<file path="config.mk">
export PLATFORM = sky130hd
export DESIGN_NAME = mcl_rx_arbiter
export DESIGN_NICKNAME = d
export VERILOG_FILES = /design/src/rtl/mcl_rx_arbiter.sv
export SDC_FILE = /design/constraint.sdc
export NUM_CORES = 1
export LEC_CHECK = 0
export BUFFER_PORTS_ARGS = -buffer_cell sky130_fd_sc_hd__buf_2
export CORE_AREA = 2 2 255 257
export DETAILED_ROUTE_END_ITERATION = 10
export DIE_AREA = 0 0 257 259
export GPL_TIMING_DRIVEN = 0
export SYNTH_ARGS = -nofsm -noshare
export SYNTH_HDL_FRONTEND = slang
export SYNTH_SLANG_ARGS = --single-unit
export TNS_END_PERCENT = 5
</file>
<file path="constraint.sdc">
create_clock -name clk_i -period 2.2 [get_ports clk_i]
set_input_delay 0.33 -clock clk_i [delete_from_list [all_inputs] [get_ports clk_i]]
set_output_delay 0.33 -clock clk_i [all_outputs]
set_load 0.02 [all_outputs]
</file>
<file path="src/rtl/mcl_rx_arbiter.sv">
// Round-robin share of the MCL receive channel; MCL_RX_ARB_STATS_EN adds per-requester grant counters.
// Latency: 1 cycle from req_v_i to mcl_v_o; 1 beat/cycle sustained.
// Backpressure: single registered stage holds on ~mcl_r_i; launches also gated by adapter vacancy.
module mcl_rx_arbiter #(
    parameter int num_req_p         = 4,
    parameter int mcl_width_p       = 128,
    parameter int max_out_credits_p = 16,
    parameter int reserve_p         = 1,
    localparam int VW  = $clog2(max_out_credits_p + 1),
    localparam int IDW = (num_req_p > 1) ? $clog2(num_req_p) : 1
) (
    input  logic                           clk_i,
    input  logic                           reset_n_i,
    input  logic [num_req_p-1:0]           req_v_i,
    input  logic [num_req_p*mcl_width_p-1:0] req_data_i,
    output logic [num_req_p-1:0]           req_yumi_o,
    output logic                           mcl_v_o,
    output logic [mcl_width_p-1:0]         mcl_data_o,
    input  logic                           mcl_r_i,
    input  logic [VW-1:0]                  rcv_vacancy_i,
    output logic [IDW-1:0]                 grant_id_o,
`ifdef MCL_RX_ARB_STATS_EN
    input  logic                           stats_clear_i,
    output logic [num_req_p*32-1:0]        stats_o,
`endif
    input  logic                           flush_i,
    output logic                           flush_done_o
);

    typedef enum logic [1:0] {IDLE, SEND, DRAIN, DONE} state_t;
    typedef logic [IDW:0] sum_t;
    localparam sum_t NREQ = sum_t'(num_req_p);

    state_t                 r_state, w_state_nxt;
    logic [IDW-1:0]         r_ptr, w_ptr_nxt, w_gnt_id, r_grant_id;
    logic                   r_mcl_v;
    logic [mcl_width_p-1:0] r_mcl_data, w_gnt_data;
    logic                   w_free, w_launch_ok, w_gnt, w_found;
    logic [num_req_p-1:0]   w_yumi;
    sum_t                   w_idx, w_inc;

    assign w_free      = ~r_mcl_v | mcl_r_i;
    // A beat still sitting in the stage will consume one more slot once it leaves.
    assign w_launch_ok = 32'(rcv_vacancy_i) > (32'(reserve_p) + (r_mcl_v ? 32'd1 : 32'd0));
    assign w_gnt       = reset_n_i & (r_state == SEND) & ~flush_i & w_free & w_launch_ok & w_found;

    always_comb begin
        w_found  = 1'b0;
        w_gnt_id = '0;
        w_idx    = '0;
        for (int i = 0; i < num_req_p; i++) begin
            w_idx = sum_t'(r_ptr) + sum_t'(i);
            if (w_idx >= NREQ) w_idx = w_idx - NREQ;
            if (!w_found && req_v_i[w_idx[IDW-1:0]]) begin
                w_found  = 1'b1;
                w_gnt_id = w_idx[IDW-1:0];
            end
        end
    end

    always_comb begin
        w_yumi     = '0;
        w_gnt_data = '0;
        for (int k = 0; k < num_req_p; k++) begin
            w_yumi[k] = w_gnt && (w_gnt_id == IDW'(k));
            if (w_yumi[k]) w_gnt_data = req_data_i[k*mcl_width_p +: mcl_width_p];
        end
    end

    assign w_inc     = sum_t'(w_gnt_id) + sum_t'(1);
    assign w_ptr_nxt = (w_inc >= NREQ) ? '0 : w_inc[IDW-1:0];

    always_comb begin
        w_state_nxt = r_state;
        case (r_state)
            IDLE:    w_state_nxt = SEND;
            SEND:    if (flush_i) w_state_nxt = DRAIN;
            DRAIN:   if (!r_mcl_v || mcl_r_i) w_state_nxt = DONE;
            DONE:    if (!flush_i) w_state_nxt = SEND;
            default: w_state_nxt = IDLE;
        endcase
    end

    always_ff @(posedge clk_i) begin
        if (!reset_n_i) begin
            r_state    <= IDLE;
            r_ptr      <= '0;
            r_mcl_v    <= 1'b0;
            r_mcl_data <= '0;
            r_grant_id <= '0;
        end else begin
            r_state <= w_state_nxt;
            if (w_gnt) begin
                r_ptr      <= w_ptr_nxt;
                r_mcl_v    <= 1'b1;
                r_mcl_data <= w_gnt_data;
                r_grant_id <= w_gnt_id;
            end else if (mcl_r_i) begin
                r_mcl_v <= 1'b0;
            end
        end
    end

    assign req_yumi_o   = w_yumi;
    assign mcl_v_o      = r_mcl_v;
    assign mcl_data_o   = r_mcl_data;
    assign grant_id_o   = r_grant_id;
    assign flush_done_o = (r_state == DONE) & flush_i;

`ifdef MCL_RX_ARB_STATS_EN
    logic [31:0] r_stats [num_req_p];

    always_ff @(posedge clk_i) begin
        for (int k = 0; k < num_req_p; k++) begin
            if (!reset_n_i)
                r_stats[k] <= '0;
            else if (stats_clear_i)
                r_stats[k] <= w_yumi[k] ? 32'd1 : 32'd0;
            else if (w_yumi[k] && (r_stats[k] != 32'hFFFF_FFFF))
                r_stats[k] <= r_stats[k] + 32'd1;
        end
    end

    for (genvar k = 0; k < num_req_p; k++) begin : g_stats
        assign stats_o[k*32 +: 32] = r_stats[k];
    end
`endif

endmodule

</file>
Word-level counts from Yosys, hierarchy flattened
Cells that the tools add are included.
{"block": "totals", "regBits": 135, "latchBits": 0, "mem_bits_rw": 0, "mem_bits_ro": 0, "inputBits": 525, "output_inout_bits": 136, "word_cells": 90, "n_memories": 0}
{"block": "op_classes", "add_sub_neg": 9, "mul": 0, "div_mod_pow": 0, "magnitude_cmp": 10, "eq_ne": 9, "shifts": 0, "n_mux": 32, "bitwise": 9, "n_reduce_logical": 16}
{"cell": "$mux 128", "count": 4}
{"cell": "$mux 2", "count": 12}
{"cell": "$ge 3x3->1 const B", "count": 4}
{"cell": "$lt 2x3->1 const B", "count": 4}
{"cell": "$mux 1", "count": 11}
{"cell": "$bmux 1 s2", "count": 4}
{"cell": "$eq 2x2->1 const B", "count": 4}
{"cell": "$pmux 2 s4", "count": 1}
{"cell": "$sub 2x1->2 const B", "count": 4}
{"cell": "$logic_and 1x1->1", "count": 7}
{"cell": "$add 2x1->3 const B", "count": 2}
{"cell": "$add 2x2->3 const B", "count": 2}
{"cell": "$and 1x1->1", "count": 6}
{"cell": "$ne 2x2->1 const B", "count": 3}
{"cell": "$gt 5x2->1", "count": 1}
{"cell": "$eq 2x1->1 const B", "count": 2}
{"cell": "$logic_not 1->1", "count": 4}
{"cell": "$logic_not 2->1", "count": 2}
{"cell": "$ge 2x3->1 const B", "count": 1}
{"cell": "$reduce_and 3->1", "count": 1}
{"cell": "$add 1x1->2 const A", "count": 1}
{"cell": "$not 1->1", "count": 2}
{"cell": "$reduce_bool 2->1", "count": 1}
{"cell": "$logic_or 1x1->1", "count": 1}
{"cell": "$or 1x1->1", "count": 1}

Longest topological paths before layout
Gate-level depths: netlist of run 1.
{"block": "logic_depth", "word_depth": 20, "mapped_depth": 14, "depth_no_buf": 11}

Worst setup path after synthesis of run 1
Ideal clock, no wire load.
{"block": "synth_path", "path_type": "reg2out", "from": "reg r_ptr[0]", "to": "out req_yumi_o[3]", "arrival_time_ns": 2.122, "required_ns": 1.870, "path_slack_ns": -0.252, "path_stages_with_launch": 11, "n_path_buf": 3, "path_cell_list": "dfxtp_1 > nand2b_1 > a21oi_1 > a221oi_1 > nand2_1 > inv_1 > ha_1 > buf_2 > buf_2 > clkbuf_1 > and2_1"}
{"block": "synth_between", "elab_chain_len": 16, "elab_cells_between_ends": 40, "classes_between": "add/sub (7); order compare (4); eq/ne (1); mux (20); bitwise (1); reduce/logical (7)"}
{"element": "start: declaration", "line": "35", "text": "logic [IDW-1:0] r_ptr, w_ptr_nxt, w_gnt_id, r_grant_id;"}
{"element": "start signal: assignment", "line": "94", "text": "r_ptr <= w_ptr_nxt;"}
{"element": "branches (longest 13 deep; another with $add 2x1->3)"}
{"element": "$mux 2 *", "line": "54", "text": "if (!w_found && req_v_i[w_idx[IDW-1:0]]) begin"}
{"element": "via w_gnt_id[0]", "line": "35"}
{"element": "$eq 2x2->1 *", "line": "65", "text": "w_yumi[k] = w_gnt && (w_gnt_id == IDW'(k));"}
{"element": "$logic_and 1x1->1 *", "line": "65"}
{"element": "end: declaration", "line": "16", "text": "output logic [num_req_p-1:0] req_yumi_o,"}
Mark *: on every way through the listed nets, which the timed path passes. The select of a mux whose other input is x is not followed.

Worst setup path in the final report of run 1
{"block": "layout_path", "from": "reg r_ptr[0]", "to": "out req_yumi_o[1]"}
{"block": "layout_between", "elab_chain_len": 16, "elab_cells_between_ends": 40, "classes_between": "add/sub (7); order compare (4); eq/ne (1); mux (20); bitwise (1); reduce/logical (7)"}
{"element": "branches (longest 13 deep; another with $add 2x1->3)"}
{"element": "$mux 2 *", "line": "54"}
{"element": "via w_gnt_id[0]", "line": "35"}
{"element": "$eq 2x1->1 *", "line": "65"}
{"element": "$logic_and 1x1->1 *", "line": "65"}
Marked as above.

==> results.toml, run 1 <==
[setup_path]
max_stage_delay_ps = 370
crit_top_cell = "buf_12"
crit_path_top_delay_cell = "dfxtp_4"
rrSetupSlack_ps = -440
path_cells = "nand2b_4 > a21oi_2 > a221oi_2 > nand2_2 > inv_4 > ha_4 > buf_12 > buf_12 > clkbuf_16 > and2_4 > buf_6"
cp-end-kind = "output port"
cp.arrival_ps = 2320
rr_worst_depth = 13
crit_required_ps = 1870
cp_max_fo = 7
cp-start-kind = "flop"
worstSetupPathType = "flop to output port"

[placed_design]
gp_congestion = 0.934
dp_hpwl_mm = 49.1
io_buffers = 659

[logic_synthesis]
syn_area_um2 = 9340
synth_area_leaders = "dfxtp_1 29%, o21ai_0 13%, a221oi_2 13%"
synth-edff-count = 0
synth_nets = 1873
synth_area_leader_cell = "dfxtp_1"
async_reset_ff_share_pct = 0
synth_cells = 1339
ys.flop_type = "dfxtp_1"
avgSynthCellArea_um2 = 6.98
synth_top_area_share_pct = 28.9
ys_seq_elements = 135
synth_warnings = 0
synth_cell_types = 31
yosysSeqAreaShare_pct = 28.9

[cells_and_area]
final_nets = 2582
fillCellCount = 7186
final_common_cell = "buf_2"
layout-drive-gt1-share_pct = 48.0
final_cell_mix = "677 x buf_2, 218 x a21oi_1, 212 x o21ai_0"
syn2layout_area_growth_pct = 66.3

[global_route]
grt_pass1_vias = 12904
antenna_found_initial = 7
grt_start_max_net_pins = 17
grtUsageTotal_pct = 18.0
grt_first_pass_wirelength_mm = 86.8
overflow = 0

[worst_hold_path]
hold_depth = 3
hold_class = "primary input to flop"

[sta]
setup_viol = 132
slew_headroom_pct = 30.4
period_minus_slack_ps = 2650
finalCritPeriodShare_pct = 121
fin_skew_ps = 7.77
rsz0062_at_grt = "true"
hold_viol_final = 0
fmax_ghz = 0.377
drv_slew = 0
worst_slack_ps = -451
tns_ps = -34200
tightest_slew_ps = 1040

[floorplanning]
core_um2 = 63900
row_count = 93
fp.dieH_um = 259
start_util_pct = 14.6
die_area_um2 = 66600
die_x_um = 257
num_io_pins = 661

[routing]
dr.pass1.iters = 5
routed_wl_mm = 62.8
ant_nets = 0
post_drt_wl_per_cell_um = 21.5
drc = 0
first_iter_violations = 901
vias_per_cell = 4.46
num_vias = 13014

[clock_tree]
insertion_delay_ps = 470
htree_levels = 4
cts_made_buffers = 17
clk_pin_slew_ps = 70
cts_tree = "yes"
cts_buffer_depth = 2
cts_sinks = 135
cts_root_buffer = "clkbuf_16"
postCtsHoldBufs = 0

[flow_run]
maxCapViolCount = 0

[power_and_ir_drop]
p_total_w = 0.0106
p_per_area_nw_per_um2 = 685
p_leak_nw = 7.71
vdd_drop_max_uv = 552

[run_status]
outcome = "finished with violations"
violations = "negative setup slack"
-- power by group --
part / switching, W / internal [W] / leakage [nW]
clock network: 0.00134 / 0.00151 / 0.252
logic: 0.00307 / 0.00183 / 6.35
registers: 0.000157 / 0.00273 / 1.10
total: 0.00457 / 0.00607 / 7.71
-- sequential cells by signal, indices dropped and copies added, names as in the netlist --
signal      cells
r_ptr           2
mcl_v_o         1
mcl_data_o    128
grant_id_o      2
r_state         2
-- per-stage QoR --
stage	area [um2]	util [%]	std cells	hold WS [ps]	setup slack, ps
floorplan	9410	-	1339	453	-26.5
global placement	13800	21.6	2853	450	-2620
detailed placement	13800	21.6	2853	457	-2100
CTS	15300	23.9	2913	9.53	-551
global route	15500	24.3	2920	44.2	-576
finish	15500	24.3	2920	64.2	-451
-- timing repair --
| action | in CTS | in global routing |
|---|---|---|
| buffers inserted | 26 | 5 |
| resized for setup | 219 | 90 |
| endpoints found under the setup margin | 136 | 136 |
| pin swaps | 21 | 18 |
| gates cloned | 2 | 0 |
-- cells in the mapped netlist, types with 13 or more instances --
cell and count:
buf_2 33, a221oi_1 36, a21oi_1 233, o21ai_0 242, nand2_1 150, nand3_1 14
dfxtp_1 135, inv_1 123, a221oi_2 80, a22oi_1 13, a32oi_1 13, nor2_1 117
clkbuf_1 92
-- cells by family after synthesis --
| family | Yosys count | synth area share (%) |
|---|---|---|
| AO/OA/AOI/OAI | 630 | 45.1 |
| flip-flops | 135 | 28.9 |
| adder cells (fa/ha/maj) | 9 | 1.21 |
| buffers and inverters | 266 | 11.9 |
| AND/OR/NAND/NOR | 299 | 12.8 |
-- cell type report --
cell class	instances	area [um2]	share of cell area [%]
flip-flops and latches	135	2710	17.5
repair buffers	692	3630	23.4
clock inverters	12	93.8	0.604
well taps	855	1070	6.89
clock buffers	20	457	2.94
inverters	123	464	2.99
multi-input cells	938	5910	38.0
plain buffers	141	1190	7.64
diodes	4	10.0	0.0644
-- metal layers --
| layer | share of wire [%] | global-route usage, % | wire length (um) | up-vias |
|---|---|---|---|---|
| met1 | 42 | 22.0 | 26500 | 6079 |
| met5 | 0 | 0 | 0 | - |
| met3 | 6.2 | 3.28 | 3870 | 86 |
| met2 | 48 | 30.9 | 30300 | 668 |
| met4 | 3.4 | 8.22 | 2160 | 0 |
| li1 | - | - | - | 6181 |
-- critical path, delay by kind of cell (launching register included) --
family                   cells  cell delay [ps]
AO/OA/AOI/OAI                2              300
AND/OR/NAND/NOR              3              410
buffers and inverters        5              630
adder cells (fa/ha/maj)      1              130
flip-flops                   1              370
-- worst paths after layout --
check / startpoint / end
min reg2reg: grant_id_o[1] / grant_id_o[1]
min: req_data_i[387] / mcl_data_o[3]
max reg2reg: r_ptr[0] / mcl_data_o[16]
max: r_ptr[0] / req_yumi_o[1]
Note: power is estimated with default switching activity, not from simulation.
==> run 2: changes to the inputs <==
- clock period: 2.2 -> 2.3 ns (I/O delays scaled with it)
==> run 2 against run 1 <==
  * The run still ends with negative setup slack left
  * Count of clock-buffer cells in the layout unchanged
  * Clock power is 2% lower
  * Critical path depth is 1 lower
  * Final cell count about the same
  * Worst setup slack improved by 78 ps
  * First-iteration DRC count rose by 0.89%
  * Critical endpoint is now req_yumi_o[3]
  * Largest power group unchanged
==> results.toml, run 2 (synthesized netlist as in run 1, its figures left out) <==
[run_status]
outcome = "finished with violations"
violations = "negative setup slack"

[setup_path]
cp-start-kind = "flop"
crit_required_ps = 1960
cp.arrival_ps = 2330
worstSetupPathType = "flop to output port"
cp_max_fo = 5
cp-end-kind = "output port"

[sta]
rsz0062_at_grt = "true"
finalCritPeriodShare_pct = 116
fin_hold_ws_ps = 84.2
slew_headroom_pct = 5.77
drv_slew = 0
setup_viol = 132
tightest_slew_ps = 1410
period_minus_slack_ps = 2670
worst_slack_ps = -373
fmax_ghz = 0.374
fin_skew_ps = 15.3
hold_viol_final = 0

[floorplanning]
fp.dieH_um = 259
num_io_pins = 661
start_util_pct = 14.6
die_x_um = 257
row_count = 93
die_area_um2 = 66600
core_um2 = 63900

[power_and_ir_drop]
vdd_drop_max_uv = 553
p_per_area_nw_per_um2 = 661
p_leak_nw = 7.75

[global_route]
overflow = 0
grtUsageTotal_pct = 18.1
grt_start_max_net_pins = 17
antenna_found_initial = 7
grt_pass1_vias = 12943
grt_first_pass_wirelength_mm = 87.2

[cells_and_area]
syn2layout_area_growth_pct = 66.5
final_cell_mix = "679 x buf_2, 210 x a21oi_1, 201 x o21ai_0"
layout-drive-gt1-share_pct = 48.3
multi_input_area_um2 = 5900
final_area_um2 = 15500
fillCellCount = 7181
final_nets = 2585
final_common_cell = "buf_2"
largest_register_ffs = 128
regArea_um2 = 2710

[worst_hold_path]
hold_class = "primary input to flop"

[clock_tree]
cts_tree = "yes"
cts_buffer_depth = 2
cts_root_buffer = "clkbuf_16"
clk_pin_slew_ps = 60
cts_made_buffers = 17
insertion_delay_ps = 470
cts_sinks = 135
htree_levels = 4

[flow_run]
maxCapViolCount = 0

[routing]
vias_per_cell = 4.52
drc = 0
num_vias = 13191
ant_nets = 0
dr.pass1.iters = 7
routed_wl_mm = 63.4
first_iter_violations = 909
post_drt_wl_per_cell_um = 21.7

[placed_design]
gp_congestion = 0.974
dp_hpwl_mm = 49.9
dpl_cell_area_um2 = 13700
io_buffers = 659
run 2: area by class of cell:
class                           instances  share of cell area, %
Antenna cell                            2                 0.0322
Buffer                                140                   7.26
Clock buffer                           20                   2.87
Clock inverter                         12                  0.773
Inverter                              123                   2.97
Multi-Input combinational cell        938                   38.0
Sequential cell                       135                   17.4
Tap cell                              855                   6.88
Timing Repair Buffer                  696                   23.8
run 2: timing repair:
item | in CTS | in global routing
endpoints found under the setup margin | 132 | 133
pin swaps | 9 | 16
endpoints found under the hold margin | 0 | 0
hold buffers | 0 | 0
buffers inserted | 25 | 10
cloned | 0 | 2
resized for setup | 226 | 111
run 2: path summary, 6_finish.rpt:
| check | startpoint | to | slack [ps] | cells past startpoint |
|---|---|---|---|---|
| max | r_ptr[0] | req_yumi_o[3] | -370 | 10 |
| max reg2reg | r_ptr[0] | mcl_data_o[117] | -300 | 11 |
| min reg2reg | grant_id_o[1] | grant_id_o[1] | 470 | 2 |
| min | req_data_i[387] | mcl_data_o[3] | 80 | 3 |
run 2: power by group:
part,switching (W),internal [W]
Sequential,0.000153,0.00261
Clock,0.00127,0.00153
Combinational,0.00295,0.00176
run 2: routing by layer:
| layer | share of wire (%) | GRT usage (%) | vias up |
|---|---|---|---|
| li1 | - | - | 6193 |
| met1 | 42 | 21.7 | 6256 |
| met2 | 48 | 30.5 | 645 |
| met3 | 7.1 | 4.93 | 95 |
| met4 | 3.4 | 7.07 | 2 |
| met5 | 0.024 | 0 | - |
run 2: through the flow:
stage / utilization, % / instances / setup WS, ps / TNS [ps] / total power [W]
final: 24.3 / 2921 / -373 / -20960 / 0.0103
after detailed placement: 21.5 / 2853 / -2100 / -201150 / 0.00681
after global placement: 21.5 / 2853 / -2150 / -202110 / 0.00681
after CTS: 23.7 / 2908 / -373 / -22180 / 0.0101
after global routing: 24.3 / 2920 / -512 / -41380 / 0.0108
after floorplan: - / 1339 / -38.8 / -338 / 0.00498
run 2: worst max-delay path: stages (launching register included):
cell	delay, ps
dfxtp_4	360
buf_4	140
a221oi_2	290
nand2_1	170
inv_2	140
ha_4	160
buf_12	130
buf_12	110
clkbuf_16	120
and2_4	130
buf_6	110
==> run 3: changes to the inputs <==
- ABC_AREA: unset -> 1
==> run 3 against run 2 <==
  * The flow still finishes with violations (negative setup slack)
  * Sequential share of layout area shrank 3.0 points
  * Non-clock buffer count grew 63
  * Final area is 21% higher
  * Final cell count rose by 33%
  * Register-to-register slack got worse by 340 ps
  * Via count up 35%
  * Sequential cell count stayed put
  * Combinational power is 57% higher
  * Hold slack improved by 67 ps
  * Global-route usage is 4.4 points higher
  * Power increased by 25%
  * Routed wire length rose by 22%
  * Critical path type unchanged
==> results.toml, run 3 <==
[placed_design]
dp_hpwl_mm = 62.6
place_ws_ps = -1750
gp_congestion = 0.950
io_buffers = 660
dpl_cell_area_um2 = 17000

[logic_synthesis]
async_reset_ff_share_pct = 0
synth_area_leaders = "nand2_1 24%, dfxtp_1 22%, nand4_1 16%"
synth_cell_types = 30
synth_warnings = 0
synth_nets = 2840
synth_top_area_share_pct = 23.8
ys.flop_type = "dfxtp_1"
post-synth-top-count-cell = "nand2_1"
syn_area_um2 = 12300
synth_area_leader_cell = "nand2_1"
synth-edff-count = 0
synth_common_cells = "778 x nand2_1, 352 x nor2_1, 313 x nand4_1, 286 x inv_1, 147 x a21oi_1"
yosysSeqAreaShare_pct = 22.0
avgSynthCellArea_um2 = 5.32
synth_cells = 2306
ys_seq_elements = 135

[power_and_ir_drop]
vdd_drop_max_uv = 569
p_per_area_nw_per_um2 = 680
p_leak_nw = 10.7
p_total_w = 0.0128

[clock_tree]
cts_made_buffers = 17
insertion_delay_ps = 480
clk_pin_slew_ps = 70
cts_tree = "yes"
cts_buffer_depth = 2
cts_root_buffer = "clkbuf_16"
cts_sinks = 135
htree_levels = 4

[global_route]
antenna_found_initial = 19
grtUsageTotal_pct = 22.4
grt_start_max_net_pins = 20
overflow = 0
grt_first_pass_wirelength_mm = 109
grt_pass1_vias = 16734

[floorplanning]
die_area_um2 = 66600
fp.dieH_um = 259
die_x_um = 257
num_io_pins = 661
row_count = 93
start_util_pct = 19.2
core_um2 = 63900

[flow_run]
maxCapViolCount = 0

[setup_path]
crit_buf_inv = 7
cp-end-kind = "output port"
cp_max_fo = 6
crit_top_cell = "nand2_2"
worstSetupPathType = "flop to output port"
cp-start-kind = "flop"
cp.arrival_ps = 2690
max_stage_delay_ps = 390
path_cells = "buf_6 > nand2_2 > nand2_2 > nand2_2 > nand2_2 > nor2_4 > nand2_2 > inv_2 > nor2_4 > xor2_2 > nand2_4 > inv_4 > ha_4 > buf_4 > clkinv_8 > nor2_4 > buf_6 > buf_6"
crit_required_ps = 1960
crit_path_top_delay_cell = "dfxtp_4"
crit_family = "simple AND/OR/NAND/NOR gates"

[cells_and_area]
final_cell_mix = "726 x nand2_1, 722 x buf_2, 330 x nor2_1"
syn2layout_area_growth_pct = 53.4
final_area_um2 = 18800
layout-drive-gt1-share_pct = 34.0
largest_register_ffs = 128
fillCellCount = 7448
final_nets = 3551
final_common_cell = "nand2_1"

[run_status]
violations = "negative setup slack"
outcome = "finished with violations"

[sta]
fmax_ghz = 0.329
fin_skew_ps = 8.62
tightest_slew_ps = 736
drv_slew = 0
slew_headroom_pct = 50.9
setup_viol = 136
finalCritPeriodShare_pct = 132
rsz0062_at_grt = "true"
tns_ps = -74080
period_minus_slack_ps = 3040
worst_slack_ps = -735
hold_viol_final = 0

[worst_hold_path]
hold_class = "primary input to flop"

[routing]
ant_nets = 0
vias_per_cell = 4.57
num_vias = 17762
dr.pass1.iters = 5
drc = 0
post_drt_wl_per_cell_um = 20.0
first_iter_violations = 1537
routed_wl_mm = 77.6
## run 3: path summary, 6_finish.rpt
check,startpoint,to,slack (ps),depth (start not counted)
max,r_ptr[0],req_yumi_o[1],-740,18
min reg2reg,mcl_data_o[89],mcl_data_o[89],460,2
max reg2reg,r_ptr[0],mcl_data_o[48],-640,23
min,req_data_i[408],mcl_data_o[24],150,3
## run 3: report_power, final
part | internal (W) | total, W | switching [W]
Clock | 0.00159 | 0.00289 | 0.00130
Sequential | 0.00244 | 0.00251 | 0.0000694
Combinational | 0.00270 | 0.00739 | 0.00469
Total | 0.00673 | 0.0128 | 0.00606
## run 3: cell families after synthesis
| logic type | Yosys count | synth area share (%) |
|---|---|---|
| compound gates | 181 | 7.74 |
| xor+xnor | 1 | 0.0715 |
| fa+ha+maj | 9 | 0.919 |
| buf+inv | 499 | 16.8 |
| flops | 135 | 22.0 |
| simple gates | 1481 | 52.4 |
## run 3: per-stage QoR
| stage | util [%] | instances | hold WS [ps] |
|---|---|---|---|
| finish | 29.4 | 3890 | 151 |
| global route | 29.4 | 3887 | 148 |
| CTS | 28.9 | 3875 | 114 |
| detailed placement | 26.6 | 3821 | 454 |
| global placement | 26.6 | 3821 | 448 |
| floorplan | - | 2306 | 483 |
## run 3: repair_timing
action,4_1_cts,5_1_grt
setup endpoints to repair,137,137
buffers inserted,25,10
hold buffers,0,0
gates cloned,1,0
pin swaps,33,24
resized for setup,185,113
## run 3: area by class of cell
cell class                      count  area (um2)  area share (%)
Clock inverter                     11         128           0.679
Antenna cell                        6        15.0          0.0799
Buffer                            203        1640            8.75
Clock buffer                       20         437            2.32
Timing Repair Buffer              696        3680            19.6
Tap cell                          855        1070            5.69
Sequential cell                   135        2710            14.4
Multi-Input combinational cell   1672        7960            42.4
Inverter                          292        1150            6.11
## run 3: per-layer routing
layer / up-vias / routed length, um / GRT usage (%)
li1: 8778 / - / -
met1: 8105 / 33000 / 27.7
met2: 740 / 37000 / 38.6
met3: 121 / 5010 / 4.38
met4: 18 / 2410 / 7.91
met5: - / 123 / 0
## run 3: worst min-delay path, cell delays in order
cell,delay (ps)
buf_2,80
a21oi_1,50
a21oi_1,130
